## src/rtl/sprite_blitter.sv

```systemverilog
// sprite_blitter: streams a SIZE x SIZE 1-bit sprite (rotated, coloured) to a TFT byte sender.
// A move first erases only the vacated strip (or the whole old box), then redraws the sprite.
module sprite_blitter #(
   parameter int SIZE   = 22,
   parameter int BPP    = 3,
   parameter int FRAMES = 4,
   localparam int FW    = (FRAMES > 1) ? $clog2(FRAMES) : 1,
   localparam int AW    = (FRAMES*SIZE*SIZE > 1) ? $clog2(FRAMES*SIZE*SIZE) : 1
) (
   input  logic               clk,
   input  logic               rst,
   input  logic               enable,
   input  logic               draw,
   input  logic [8:0]         x,
   input  logic [8:0]         y,
   input  logic [1:0]         direction,
   input  logic [FW-1:0]      frame,
   input  logic [8*BPP-1:0]   fg_color,
   input  logic [8*BPP-1:0]   bg_color,
   output logic [AW-1:0]      rom_addr,
   input  logic               rom_data,
   output logic               busy,
   input  logic               tft_busy,
   output logic               tft_transmit,
   output logic               tft_dc,
   output logic [7:0]         tft_data
);

   localparam logic [8:0] SZ9  = 9'(SIZE);
   localparam logic [8:0] SZM1 = 9'(SIZE - 1);

   typedef enum logic [2:0] {S_IDLE, S_ERASE_WIN, S_ERASE_PIX, S_DRAW_WIN, S_DRAW_PIX} state_t;

   state_t             state_q;
   logic               busy_q, tx_q, dc_q, vld_q, bit_q;
   logic [7:0]         data_q;
   logic [AW-1:0]      rom_addr_q;
   logic [8:0]         xo_q, yo_q, xn_q, yn_q;
   logic [8:0]         xs_q, xe_q, ys_q, ye_q, px_q, py_q;
   logic [1:0]         dir_q, ph_q, byte_q;
   logic [FW-1:0]      frame_q;
   logic [8*BPP-1:0]   fg_q, bg_q;
   logic [3:0]         idx_q;

   logic               has_erase_d;
   logic [8:0]         exs_d, exe_d, eys_d, eye_d;
   logic [AW-1:0]      addr_d;
   logic [8:0]         win_byte_d;
   logic [7:0]         pix_byte_d;
   logic               can_send;

   assign busy         = busy_q;
   assign tft_transmit = tx_q;
   assign tft_dc       = dc_q;
   assign tft_data     = data_q;
   assign rom_addr     = rom_addr_q;
   assign can_send     = ~tft_busy & ~tx_q;

   // Erase rectangle: vacated strip for a short axis-aligned move, else the whole old box
   always_comb begin
      logic [8:0] dx, dy, dxn, dyn;
      dx  = x - xo_q;
      dy  = y - yo_q;
      dxn = xo_q - x;
      dyn = yo_q - y;
      has_erase_d = 1'b1;
      exs_d = xo_q;
      exe_d = xo_q + SZM1;
      eys_d = yo_q;
      eye_d = yo_q + SZM1;
      if (!vld_q || (dx == 9'd0 && dy == 9'd0)) has_erase_d = 1'b0;
      else if (dy == 9'd0 && dx  < SZ9) exe_d = x - 9'd1;
      else if (dy == 9'd0 && dxn < SZ9) exs_d = x + SZ9;
      else if (dx == 9'd0 && dy  < SZ9) eye_d = y - 9'd1;
      else if (dx == 9'd0 && dyn < SZ9) eys_d = y + SZ9;
   end

   // Bitmap address of the current window pixel after rotation
   always_comb begin
      logic [8:0] u, v;
      case (dir_q)
         2'd0:    begin u = px_q;        v = py_q;        end
         2'd1:    begin u = py_q;        v = SZM1 - px_q; end
         2'd2:    begin u = SZM1 - px_q; v = SZM1 - py_q; end
         default: begin u = SZM1 - py_q; v = px_q;        end
      endcase
      addr_d = AW'(frame_q) * AW'(SIZE*SIZE) + AW'(v) * AW'(SIZE) + AW'(u);
   end

   // Window-setup byte for the current index, {dc, byte}
   always_comb begin
      win_byte_d = {1'b0, 8'h2C};
      case (idx_q)
         4'd0:    win_byte_d = {1'b0, 8'h2A};
         4'd1:    win_byte_d = {1'b1, 7'd0, xs_q[8]};
         4'd2:    win_byte_d = {1'b1, xs_q[7:0]};
         4'd3:    win_byte_d = {1'b1, 7'd0, xe_q[8]};
         4'd4:    win_byte_d = {1'b1, xe_q[7:0]};
         4'd5:    win_byte_d = {1'b0, 8'h2B};
         4'd6:    win_byte_d = {1'b1, 7'd0, ys_q[8]};
         4'd7:    win_byte_d = {1'b1, ys_q[7:0]};
         4'd8:    win_byte_d = {1'b1, 7'd0, ye_q[8]};
         4'd9:    win_byte_d = {1'b1, ye_q[7:0]};
         default: win_byte_d = {1'b0, 8'h2C};
      endcase
   end

   // Pixel colour byte, most significant byte first; erase always uses bg
   always_comb begin
      logic [8*BPP-1:0] col, sh;
      col = (state_q == S_DRAW_PIX && bit_q) ? fg_q : bg_q;
      sh  = col << {byte_q, 3'b000};
      pix_byte_d = sh[8*BPP-1 -: 8];
   end

   // Main FSM: window setup, per-pixel ROM fetch (addr, wait, capture) then BPP byte strobes
   always_ff @(posedge clk) begin
      if (rst) begin
         state_q    <= S_IDLE;
         busy_q     <= 1'b0;
         tx_q       <= 1'b0;
         dc_q       <= 1'b0;
         data_q     <= 8'd0;
         rom_addr_q <= '0;
         vld_q      <= 1'b0;
      end else begin
         tx_q <= 1'b0;
         if (enable) begin
            case (state_q)
               S_IDLE: begin
                  busy_q <= 1'b0;
                  if (draw && !busy_q) begin
                     busy_q  <= 1'b1;
                     xn_q    <= x;
                     yn_q    <= y;
                     dir_q   <= direction;
                     frame_q <= (int'(frame) >= FRAMES) ? FW'(FRAMES - 1) : frame;
                     fg_q    <= fg_color;
                     bg_q    <= bg_color;
                     idx_q   <= 4'd0;
                     px_q    <= 9'd0;
                     py_q    <= 9'd0;
                     byte_q  <= 2'd0;
                     if (has_erase_d) begin
                        xs_q <= exs_d; xe_q <= exe_d; ys_q <= eys_d; ye_q <= eye_d;
                        state_q <= S_ERASE_WIN;
                     end else begin
                        xs_q <= x; xe_q <= x + SZM1; ys_q <= y; ye_q <= y + SZM1;
                        state_q <= S_DRAW_WIN;
                     end
                  end
               end
               S_ERASE_WIN, S_DRAW_WIN: begin
                  if (can_send) begin
                     tx_q <= 1'b1;
                     {dc_q, data_q} <= win_byte_d;
                     if (idx_q == 4'd10) begin
                        idx_q   <= 4'd0;
                        state_q <= (state_q == S_ERASE_WIN) ? S_ERASE_PIX : S_DRAW_PIX;
                        ph_q    <= (state_q == S_ERASE_WIN) ? 2'd3 : 2'd0;
                     end else begin
                        idx_q <= idx_q + 4'd1;
                     end
                  end
               end
               S_ERASE_PIX, S_DRAW_PIX: begin
                  if (ph_q == 2'd0) begin
                     rom_addr_q <= addr_d;
                     ph_q <= 2'd1;
                  end else if (ph_q == 2'd1) begin
                     ph_q <= 2'd2;
                  end else if (ph_q == 2'd2) begin
                     bit_q <= rom_data;
                     ph_q  <= 2'd3;
                  end else if (can_send) begin
                     tx_q   <= 1'b1;
                     dc_q   <= 1'b1;
                     data_q <= pix_byte_d;
                     if (byte_q == 2'(BPP - 1)) begin
                        byte_q <= 2'd0;
                        ph_q   <= (state_q == S_DRAW_PIX) ? 2'd0 : 2'd3;
                        if (px_q == xe_q - xs_q) begin
                           px_q <= 9'd0;
                           if (py_q == ye_q - ys_q) begin
                              py_q <= 9'd0;
                              if (state_q == S_ERASE_PIX) begin
                                 xs_q <= xn_q; xe_q <= xn_q + SZM1;
                                 ys_q <= yn_q; ye_q <= yn_q + SZM1;
                                 state_q <= S_DRAW_WIN;
                              end else begin
                                 xo_q    <= xn_q;
                                 yo_q    <= yn_q;
                                 vld_q   <= 1'b1;
                                 state_q <= S_IDLE;
                              end
                           end else begin
                              py_q <= py_q + 9'd1;
                           end
                        end else begin
                           px_q <= px_q + 9'd1;
                        end
                     end else begin
                        byte_q <= byte_q + 2'd1;
                     end
                  end
               end
               default: state_q <= S_IDLE;
            endcase
         end
      end
   end

endmodule

```

## config.mk

```make
export PLATFORM = sky130hd
export DESIGN_NAME = sprite_blitter
export DESIGN_NICKNAME = d
export VERILOG_FILES = /design/src/rtl/sprite_blitter.sv
export SDC_FILE = /design/constraint.sdc
export NUM_CORES = 1
export LEC_CHECK = 0
export CORE_ASPECT_RATIO = 2
export CORE_MARGIN = 3
export CORE_UTILIZATION = 45
export CTS_CLUSTER_DIAMETER = 200
export DETAILED_ROUTE_END_ITERATION = 10
export GPL_ROUTABILITY_DRIVEN = 0
export GPL_TIMING_DRIVEN = 0
export PLACE_DENSITY = 0.63
export SYNTH_ARGS = -nofsm -noshare
export SYNTH_HDL_FRONTEND = slang
export SYNTH_SLANG_ARGS = --single-unit
```

## constraint.sdc

```tcl
create_clock -name clk -period 9.6 [get_ports clk]
set_input_delay 1.92 -clock clk [delete_from_list [all_inputs] [get_ports clk]]
set_output_delay 1.92 -clock clk [all_outputs]
set_load 0.02 [all_outputs]
```

After elaboration in Yosys (flattened, before gate mapping)
Index checks and enable logic that the tools add are counted.

storage, ports and cells
  word-level logic and storage cells = 262
  output and inout port bits = 22
  flip-flop bits (word level) = 177

cells by class
  multiplexer cells = 127
  multipliers = 2
  bitwise operators = 9
  equality and inequality tests = 34
  $add $sub $neg = 24
  magnitude comparators = 4
  reductions and logical operators = 36
  shifts and indexed selects = 1

operators with widths
  cell                 count
  $mux 9               64
  $pmux 9 s2           6
  $pmux 9 s10          1
  $add 9x5->9 const B  8
  $pmux 9 s3           2
  $sub 9x9->9          6
  $mux 8               5
  $lt 9x5->1 const B   4
  $mux 2               17
  $mux 3               11
  $mux 24              1
  $shl 24x5->24        1
  $ne 2x2->1 const B   11
  $reduce_and 11->1    2
  $reduce_and 10->1    2
  $add 9x1->9 const B  2
  $eq 9x9->1           2
  $logic_not 9->1      2
  $sub 5x9->9 const A  2
  $sub 9x1->9 const B  2
  $eq 4x3->1 const B   4
  $pmux 8 s2           1
  $reduce_and 7->1     2
  $eq 4x4->1 const B   3
  other kinds (38)     76

Logic depth before layout (Yosys ltp)
Gate-level depths: netlist (run 1).

  word-level depth = 10
  gate-level depth with buffers = 23
  mapped depth without buffers = 21

Worst setup path after synthesis (run 1)
Ideal clock, no wire load.

  kind = input to register
  start point = input rst
  end point = register bg_q[0], enable pin
  library setup time = 0.671 ns
  setup slack = 0.081 ns
  required time = 8.929 ns
  cell stages on the path = 2
  arrival time = 8.847 ns
  path through = clkbuf_1 nor4_1

between the ends
  cells in the longest elaborated chain, start to end = 2

RTL lines
  what                               line  source
  start: declaration                 11    input logic rst,
  $not 1->1 (no source line)         --
  $reduce_and 4->1 (no source line)  --
  end signal: assignment             139   bg_q <= bg_color;
  end: declaration                   42    logic [8*BPP-1:0] fg_q, bg_q;

Every way passes these cells.
A chain may end at the register's enable or synchronous reset.

Worst setup path after layout (run 1)
  start point = input y[0]
  end point = register ys_q[4] (data pin)

between the ends
  cells in the longest elaborated chain, start to end = 10

RTL lines
  what                    line  source
  start: declaration      15    input logic [8:0] y,
  $sub 9x9->9             65    dyn = yo_q - y;
  $lt 9x5->1              75    else if (dx == 9'd0 && dyn < SZ9) eys_d = y + SZ9;
  $logic_and 1x1->1       75
  $mux 9                  75
  $mux 9                  74    else if (dx == 9'd0 && dy < SZ9) eye_d = y - 9'd1;
  $mux 9                  73    else if (dy == 9'd0 && dxn < SZ9) exs_d = x + SZ9;
  $mux 9                  72    else if (dy == 9'd0 && dx < SZ9) exe_d = x - 9'd1;
  $mux 9 (*)              144   if (has_erase_d) begin
  $mux 9 (*)              132   if (draw && !busy_q) begin
  $pmux 9 s2 (*)          129   case (state_q)
  end signal: assignment  188   ys_q <= yn_q; ye_q <= yn_q + SZM1;
  end: declaration        39    logic [8:0] xs_q, xe_q, ys_q, ye_q, px_q, py_q;

Every way passes the cells marked *; elsewhere a longest branch is shown, timed or not. The select of a mux whose other input is x is not followed.

==> results of run 1 <==
## through the flow
stage | hold slack, ps | util (%) | total power, mW | TNS (ps) | std cells
finish | 450 | 52.8 | 2.98 | 0 | 1963
global route | 467 | 52.8 | 3.15 | 0 | 1963
CTS | 452 | 52.8 | 3.01 | 0 | 1961
detailed placement | 442 | 50.8 | 2.31 | 0 | 1929
global placement | 438 | 50.5 | 2.30 | -322970 | 1916
floorplan | 472 | - | 1.88 | 0 | 1451
## worst max-delay path: stages
cell             delay (ps)
clkdlybuf4s50_1         640
inv_1                   230
ha_1                    190
inv_1                    50
fa_1                    430
a21o_1                  200
a221oi_1                350
xor2_1                  250
nand4_1                 190
or3_1                   360
clkbuf_8                190
o21ai_2                 260
buf_2                   340
a21oi_1                  80
o22ai_1                 180
o21ai_0                 130
## report_power, final
part / internal [mW] / switching [mW] / total [mW]
Combinational: 0.541 / 0.785 / 1.33
Sequential: 0.915 / 0.0418 / 0.957
Clock: 0.352 / 0.341 / 0.692
## worst paths after layout
kind                        to  slack, ps  cells past startpoint
hold reg to reg    rom_addr[7]        450                      2
hold / removal     rom_addr[7]        450                      2
setup reg to reg  rom_addr[10]       3820                     19
setup / recovery       ys_q[4]       3770                     16
## Yosys cell counts (18+ instances only)
cell / count
a21oi_1: 121
nand2_1: 96
mux2i_1: 37
clkbuf_1: 47
xnor2_1: 103
edfxtp_1: 151
dfxtp_1: 26
nand3_1: 34
nor2_1: 138
xor2_1: 52
and3_1: 18
inv_1: 106
o21ai_0: 60
nor3_1: 38
ha_1: 106
fa_1: 19
## per-layer routing
metal	vias to the layer above	global-route usage, %	wire, um
met5	-	0	0
met4	0	14.1	2320
met3	122	2.52	996
met2	310	48.8	22900
met1	5372	22.7	13100
li1	5450	-	-
## area by class of cell
type	count	area (sq um)	share of cell area, %
Sequential cell	177	5050	31.7
Buffer	73	348	2.18
Timing Repair Buffer	110	1070	6.70
Multi-Input combinational cell	1094	8010	50.2
Antenna cell	2	5.00	0.0314
Tap cell	368	460	2.89
Clock inverter	14	168	1.05
Inverter	107	402	2.52
Clock buffer	18	429	2.69
## sequential cells by signal, indices dropped and copies added (netlist names), 2 cells and up
name	flops
ph_q	2
bg_q	24
yn_q	9
idx_q	4
xo_q	9
ys_q	9
frame_q	2
tft_data	8
py_q	9
xe_q	9
byte_q	2
dir_q	2
xs_q	9
yo_q	9
state_q	3
px_q	9
fg_q	24
ye_q	9
rom_addr	11
xn_q	9
## kinds of logic (layout without fill, tap and decap cells)
kind of cell / after synthesis / count (layout) / synth area share [%]
adder cells (fa/ha/maj): 125 / 125 / 12.4
AO/OA/AOI/OAI: 339 / 339 / 16.1
AND/OR/NAND/NOR: 423 / 423 / 15.0
buffers and inverters: 180 / 322 / 5.43
flip-flops: 177 / 177 / 36.6
other: 0 / 2 / 0
XOR/XNOR: 156 / 156 / 9.96
multiplexers: 51 / 51 / 4.51
==> flow_summary.ini, run 1 <==
[floorplan]
io_pins = 98
rows = 90
die_x_um = 130
start_util_pct = 45.7
die_y_um = 254
die-area_sq_um = 32900
core-area_sq_um = 30200

[logic_synthesis]
synth_warnings = 0
synth_area_sq_um = 13800
postSynthCellCount = 1451
synth.distinct_cells = 88
synth-main-ff-cell = edfxtp_1
synth_fp_nets = 1652
synth_area_per_cell_sq_um = 9.51
yosysSeqAreaShare_pct = 36.6
synth-seq-cells = 177
synth-edff-count = 151
yosys.area.top_type = edfxtp_1
synth_top_area_share_pct = 32.9
async_reset_ff_share_pct = 0
synth_area_leaders = edfxtp_1, ha_1, xnor2_1, a21oi_1, dfxtp_1

[placed_design]
place_ws_ps = 3380
portBuffers = 97
placed_area_sq_um = 15300
dp_hpwl_um = 32200

[final_layout]
final_cell_mix = edfxtp_1, nor2_1, a21oi_1, inv_1, ha_1
stdcell_area_sq_um = 15900
nets = 1781
drive_above_1_share_pct = 7.34
final_common_cell = edfxtp_1
syn_to_final_growth_pct = 15.5
nFillCells = 2818

[cts]
htreeDepth = 4
cts_tree = yes
cts_setup_buffers = 0
clkLatencyLatePin_ps = 450
hold_buffers = 0
ctsLongestPathBuffers = 2
cts_sinks = 177
cts_root_buf = clkbuf_16
clk_pin_slew_ps = 80
cts_resized = 0
numCtsBuffers = 17

[sta]
finalCritPeriodShare_pct = 60.7
fmax_ghz = 0.172
fin_crit_ps = 5830
final-max-slew-violation-count = 0
rsz0062_at_grt = false
worst_slack_ps = 3770
setup_viol = 0
skew_ps = 16.6
slew_headroom_pct = 16.4
tightestPinTransition_ps = 1240
hold_viol_final = 0

[worst_setup_path]
criticalPathCategory = in -> reg
crit_required_ps = 9760
worstPathMaxFanout = 10
end_kind = register
worstPathArrival_ps = 5990
reg2reg_from = dir_q[1]
startpoint = y[0]
cp-start-kind = input port

[min_path]
hold_class = reg -> reg
hp-start = rom_addr[7]

[grt]
grt_start_max_net_pins = 37
grt_pass1_wl_um = 61000
antenna_found_initial = 2
grt_overflow_total = 0
grt_pass1_vias = 11700
grt_use_total_pct = 24.3

[detailed_routing]
ant_nets = 0
vias = 11300
via_per_inst = 5.73
first_pass_iters = 6
drt_wl_total_um = 39200
wl_per_cell_um = 20.0
drt_iter0_drc = 730
drcViolationCount = 0

[pwr]
ir_drop_uv = 200
p_leak_nw = 5.96
powerDensity_nw_per_um2 = 187

[job]
cap_violations = 0

[outcome]
status = finished clean
Note: power is estimated with default switching activity, not from simulation.
==> run 2, diff against run 1 <==
==> constraint.sdc (replaced) <==
create_clock -name clk -period 5.09 [get_ports clk]
set_input_delay 1.018 -clock clk [delete_from_list [all_inputs] [get_ports clk]]
set_output_delay 1.018 -clock clk [all_outputs]
set_load 0.02 [all_outputs]
==> run 2 against run 1 <==
Effect of this change:
- flip-flop and latch count unchanged
- critical path depth is 4 higher
- combinational power up 98%
- register-to-register slack lost 3600 ps
- first-iteration DRC count increased by 3.3%
- die area unchanged
- critical endpoint is now rom_addr[10]
- largest cell class unchanged
==> flow_summary.ini, run 2 (synthesis gave the netlist of run 1 again) <==
[outcome]
status = finished clean

[sta]
whs_ps = 448
finalCritPeriodShare_pct = 95.9
hold_viol_final = 0
fmax_ghz = 0.205
slew_headroom_pct = 16.9
skew_ps = 9.69
tightestPinTransition_ps = 1240
setup_viol = 0
rsz0062_at_grt = false
fin_crit_ps = 4880
final-max-slew-violation-count = 0
finalSetupTns_ps = 0

[grt]
grt_pass1_wl_um = 61200
grt_start_max_net_pins = 37
grt_use_total_pct = 24.4
grt_overflow_total = 0
grt_pass1_vias = 11500
antenna_found_initial = 0

[floorplan]
die_x_um = 130
start_util_pct = 45.7
die_y_um = 254
core-area_sq_um = 30200
rows = 90
io_pins = 98
die-area_sq_um = 32900

[cts]
numCtsBuffers = 17
cts_root_buf = clkbuf_16
htreeDepth = 4
ctsLongestPathBuffers = 2
clkLatencyLatePin_ps = 450
cts_sinks = 177
hold_buffers = 0
clk_pin_slew_ps = 70
cts_tree = yes

[detailed_routing]
maxUsedRoutingLayer = met4
wl_met2_um = 23400
wl_per_cell_um = 20.3
drcViolationCount = 0
first_pass_iters = 6
ant_nets = 0
drt_iter0_drc = 754
vias = 11300
routed-wl-met3_um = 992
met1_length_um = 13300
via_per_inst = 5.76
drt_wl_total_um = 39900

[placed_design]
portBuffers = 97
placed_area_sq_um = 15300
dp_hpwl_um = 32300
dp.cells = 1924

[min_path]
hold_class = reg -> reg

[final_layout]
final_cell_mix = edfxtp_1, nor2_1, a21oi_1, inv_1, ha_1
multi_input_area_sq_um = 8100
syn_to_final_growth_pct = 16.5
nFillCells = 2786
final_common_cell = edfxtp_1
stdcell_area_sq_um = 16100
drive_above_1_share_pct = 8.61
nets = 1779
regArea_sq_um = 5050
finalNonFillerCells = 1959
diodes = 0

[worst_setup_path]
cpPeakStageDelay_ps = 540
crit_path_frequent_cell = ha_1
cp_num_buf_inv = 2
crit_family = adder cells
worstPathArrival_ps = 5250
crit_required_ps = 5460
cp-start-kind = register
crit_path_top_delay_cell = edfxtp_1
end_kind = register
criticalPathCategory = reg -> reg
worstPathMaxFanout = 7
worstPathCellList = ha_1, o21a_1, nand2_1, xor2_1, a21oi_2, ha_1, inv_1, fa_1, inv_1, ha_1, a21o_1, a21oi_1, xnor2_1, ha_1, ha_1, a21o_1, a31oi_1, xor2_1, xnor2_2, a211oi_2

[pwr]
powerDensity_nw_per_um2 = 361
totalPowerFinal_mw = 5.80
p_leak_nw = 6.02
ir_drop_uv = 401

[job]
cap_violations = 0
[run 2: layout make-up]
cell class                 instances  area share, %
clock buffer                      19           2.69
timing repair buffer             112           6.90
clock inverter                    13           1.09
inverter                         107           2.50
multi-input combinational       1094           50.4
buffer                            69           2.14
sequential                       177           31.4
tap                              368           2.86
[run 2: tightest hold or removal path: stages (launching register included)]
cell and delay (ps):
dfxtp_1 310, nand2_1 50, a21oi_1 50
[run 2: power by group]
part           leakage, nW  switching, mW  internal (mW)
Sequential            1.59         0.0846           1.73
Combinational         4.14           1.54           1.08
Clock                0.286          0.616          0.744
[run 2: repair_timing]
action / in CTS / in global routing
setup buffers: 3 / 4
pin swaps: 0 / 2
endpoints found under the setup margin: 4 / 6
gates resized for setup: 8 / 20
[run 2: metal layers]
layer	global-route usage, %	up-vias
li1	-	5461
met1	22.5	5393
met4	13.0	0
met3	2.50	123
met2	49.9	315
met5	0	-
[run 2: metrics by stage]
stage               setup WS, ps  util (%)
floorplan                    472         -
global placement           -2420      50.5
detailed placement          -793      50.8
CTS                         5.60      53.0
global route                12.5      53.3
finish                       208      53.3
[run 2: final timing paths]
kind	startpoint	endpoint	slack, ps	depth (start not counted)
setup / recovery	px_q[1]	rom_addr[10]	210	20
hold / removal	rom_addr[7]	rom_addr[7]	450	2
setup reg to reg	px_q[1]	rom_addr[10]	210	20
hold reg to reg	rom_addr[7]	rom_addr[7]	450	2
==> run 3, diff against run 2 <==
--- a/config.mk
+++ b/config.mk
@@ -5,6 +5,7 @@
 export SDC_FILE = /design/constraint.sdc
 export NUM_CORES = 1
 export LEC_CHECK = 0
+export ABC_AREA = 1
 export CORE_ASPECT_RATIO = 2
 export CORE_MARGIN = 3
 export CORE_UTILIZATION = 45
@@ -16,3 +17,4 @@
 export SYNTH_ARGS = -nofsm -noshare
 export SYNTH_HDL_FRONTEND = slang
 export SYNTH_SLANG_ARGS = --single-unit
+export TNS_END_PERCENT = 30
==> run 3 against run 2 <==
Effect of this change:
- area after synthesis up 4.0%
- total power increased by 49%
- cell area grew 4.8%
- critical endpoint unchanged
==> flow_summary.ini, run 3 <==
[logic_synthesis]
synth.distinct_cells = 49
synth_warnings = 0
synth_area_leaders = edfxtp_1, nand2_1, ha_1, inv_1, nand3_1
synth-edff-count = 151
yosysSeqAreaShare_pct = 35.2
yosys.area.top_type = edfxtp_1
synth_area_sq_um = 14300
synth_top_area_share_pct = 31.6
postSynthCellCount = 1905
synth_fp_nets = 2106
synth-main-ff-cell = edfxtp_1
yosysMostFrequentCell = nand2_1
async_reset_ff_share_pct = 0
synth_area_per_cell_sq_um = 7.53
synthTopCellsByCount = nand2_1, inv_1, nand3_1, nor2_1, edfxtp_1
synth-seq-cells = 177

[worst_setup_path]
worstPathArrival_ps = 5320
reg2reg_from = py_q[3]
cpPeakStageDelay_ps = 570
end_kind = register
criticalPathCategory = reg -> reg
r2r-end = rom_addr[10]
crit_end = rom_addr[10]
crit_required_ps = 5430
worstPathMaxFanout = 5
r2r_slack_ps = 110
crit_path_top_delay_cell = fa_1
startpoint = py_q[3]
cp-start-kind = register
worstPathCellList = buf_4, or2_2, nand2_1, o21ai_0, a21oi_2, o21ai_2, ha_1, fa_1, ha_4, a21oi_1, nand2_1, buf_4, xor2_1, fa_1, ha_1, nand2_1, nor2_1, a21oi_2, xnor2_2, nand3_1, nand2_2, a21oi_1
crit_path_frequent_cell = nand2_1
reg2regPathDepth = 22

[placed_design]
dp.cells = 2424
dp_hpwl_um = 35900
placed_area_sq_um = 15900
portBuffers = 97

[final_layout]
finalNonFillerCells = 2475
nets = 2245
final_cell_mix = nand2_1, inv_1, nand3_1, nor2_1, edfxtp_1
stdcell_area_sq_um = 16800
syn_to_final_growth_pct = 17.4
nFillCells = 3001
final_common_cell = nand2_1
diodes = 0
drive_above_1_share_pct = 6.71

[sta]
fmax_ghz = 0.201
setup_viol = 0
finalCritPeriodShare_pct = 97.9
final-max-slew-violation-count = 0
whs_ps = 475
skew_ps = 13.0
tightestPinTransition_ps = 1310
hold_viol_final = 0
rsz0062_at_grt = true
fin_crit_ps = 4980
finalSetupTns_ps = 0
slew_headroom_pct = 11.9

[detailed_routing]
via_per_inst = 5.38
vias = 13300
first_pass_iters = 5
drt_wl_total_um = 44700
wl_per_cell_um = 18.1
drcViolationCount = 0
ant_nets = 0
drt_iter0_drc = 731

[grt]
grt_use_total_pct = 25.9
grt_overflow_total = 0
antenna_found_initial = 0
use_met3_pct = 2.86
grt_pass1_wl_um = 69000
top_usage_layer = met2
grt_pass1_vias = 13300
grt_use_met1_pct = 23.5
grt_util_met2_pct = 51.9
grt_start_max_net_pins = 37

[floorplan]
start_util_pct = 46.1
core-area_sq_um = 31100
die_y_um = 258
die_x_um = 132
rows = 91
die-area_sq_um = 34200
io_pins = 98

[cts]
htreeDepth = 4
cts_sinks = 177
cts_root_buf = clkbuf_16
clk_pin_slew_ps = 70
clkLatencyLatePin_ps = 460
numCtsBuffers = 17
ctsLongestPathBuffers = 2
cts_tree = yes

[pwr]
ir_drop_uv = 689
powerDensity_nw_per_um2 = 514
p_leak_nw = 7.60

[job]
cap_violations = 0

[outcome]
status = finished clean

[min_path]
hold_class = reg -> reg
hp-start = tft_data[3]
## run 3: cell types whose count changed in the layout (fill, tap and decap cells not counted), moves of 14 or more
cell,before,now
nand2_1,96,468
clkbuf_1,43,25
nor3_1,38,24
and3_1,18,1
o21ai_0,57,126
xnor2_1,100,19
nor2b_1,14,0
nand3_1,34,159
nor2_1,138,155
mux2i_1,36,0
xor2_1,51,85
inv_1,106,257
nand2b_1,14,0
## run 3: report_power, final
| group | total (mW) | switching, mW | internal (mW) |
|---|---|---|---|
| Clock | 1.33 | 0.651 | 0.679 |
| Sequential | 2.03 | 0.175 | 1.86 |
| Combinational | 5.29 | 3.15 | 2.14 |
## run 3: cell families after synthesis
| kind of cell | share of synthesized area, % |
|---|---|
| and+or+nand+nor | 25.8 |
| buffers and inverters | 8.78 |
| AOI/OAI and AO/OA | 11.7 |
| DFF | 35.2 |
| adders and majority gates | 11.9 |
| xor gates and xnor gates | 6.63 |
## run 3: how the worst min path moves through the flow
| stage | cells after the start | slack (ps) | endpoint |
|---|---|---|---|
| 6_report | 2 | 470 | tft_data[3] |
| 5_1_grt | 2 | 490 | tft_data[3] |
| 4_1_cts | 2 | 480 | tft_data[3] |
| 3_5_place_dp | 2 | 470 | tft_data[3] |
| 3_3_place_gp | 2 | 460 | tft_data[3] |
| 2_1_floorplan | 0 | 450 | xo_q[3] |
## run 3: worst max-delay path: cells and delay by family, from the launching register on
family | cells | cell delay [ps]
flip-flops | 1 | 480
XOR/XNOR | 2 | 320
buffers and inverters | 2 | 340
AO/OA/AOI/OAI | 6 | 860
AND/OR/NAND/NOR | 7 | 930
adder cells (fa/ha/maj) | 5 | 1960
## run 3: area by class of cell
class / count / area (sq um) / area share, %
plain buffers: 49 / 264 / 1.57
multi-input cells: 1413 / 8210 / 48.8
clock inverters: 13 / 144 / 0.854
flip-flops and latches: 177 / 5050 / 30.0
repair buffers: 122 / 1190 / 7.10
well taps: 418 / 523 / 3.11
clock buffers: 19 / 453 / 2.69
inverters: 264 / 995 / 5.91
## run 3: layer usage
metal / part of all wire, % / vias up
met5: 0 / -
met4: 7.8 / 0
met3: 2.8 / 191
met2: 56 / 398
met1: 33 / 6146
li1: - / 6590
## run 3: stage by stage
| stage | utilization, % | setup WS (ps) | power [mW] |
|---|---|---|---|
| CTS | 53.6 | 23.4 | 8.28 |
| global route | 54.2 | -74.1 | 9.32 |
| global placement | 50.9 | -2170 | 6.63 |
| finish | 54.2 | 107 | 8.65 |
| floorplan | - | 360 | 5.29 |
| detailed placement | 51.2 | -678 | 6.69 |
## run 3: what timing repair did
item                       4_1_cts  5_1_grt
hold buffers                     0        0
setup endpoints to repair        3        2
resized for setup               21       22
pin swaps                        3        5
buffers inserted                 8       13
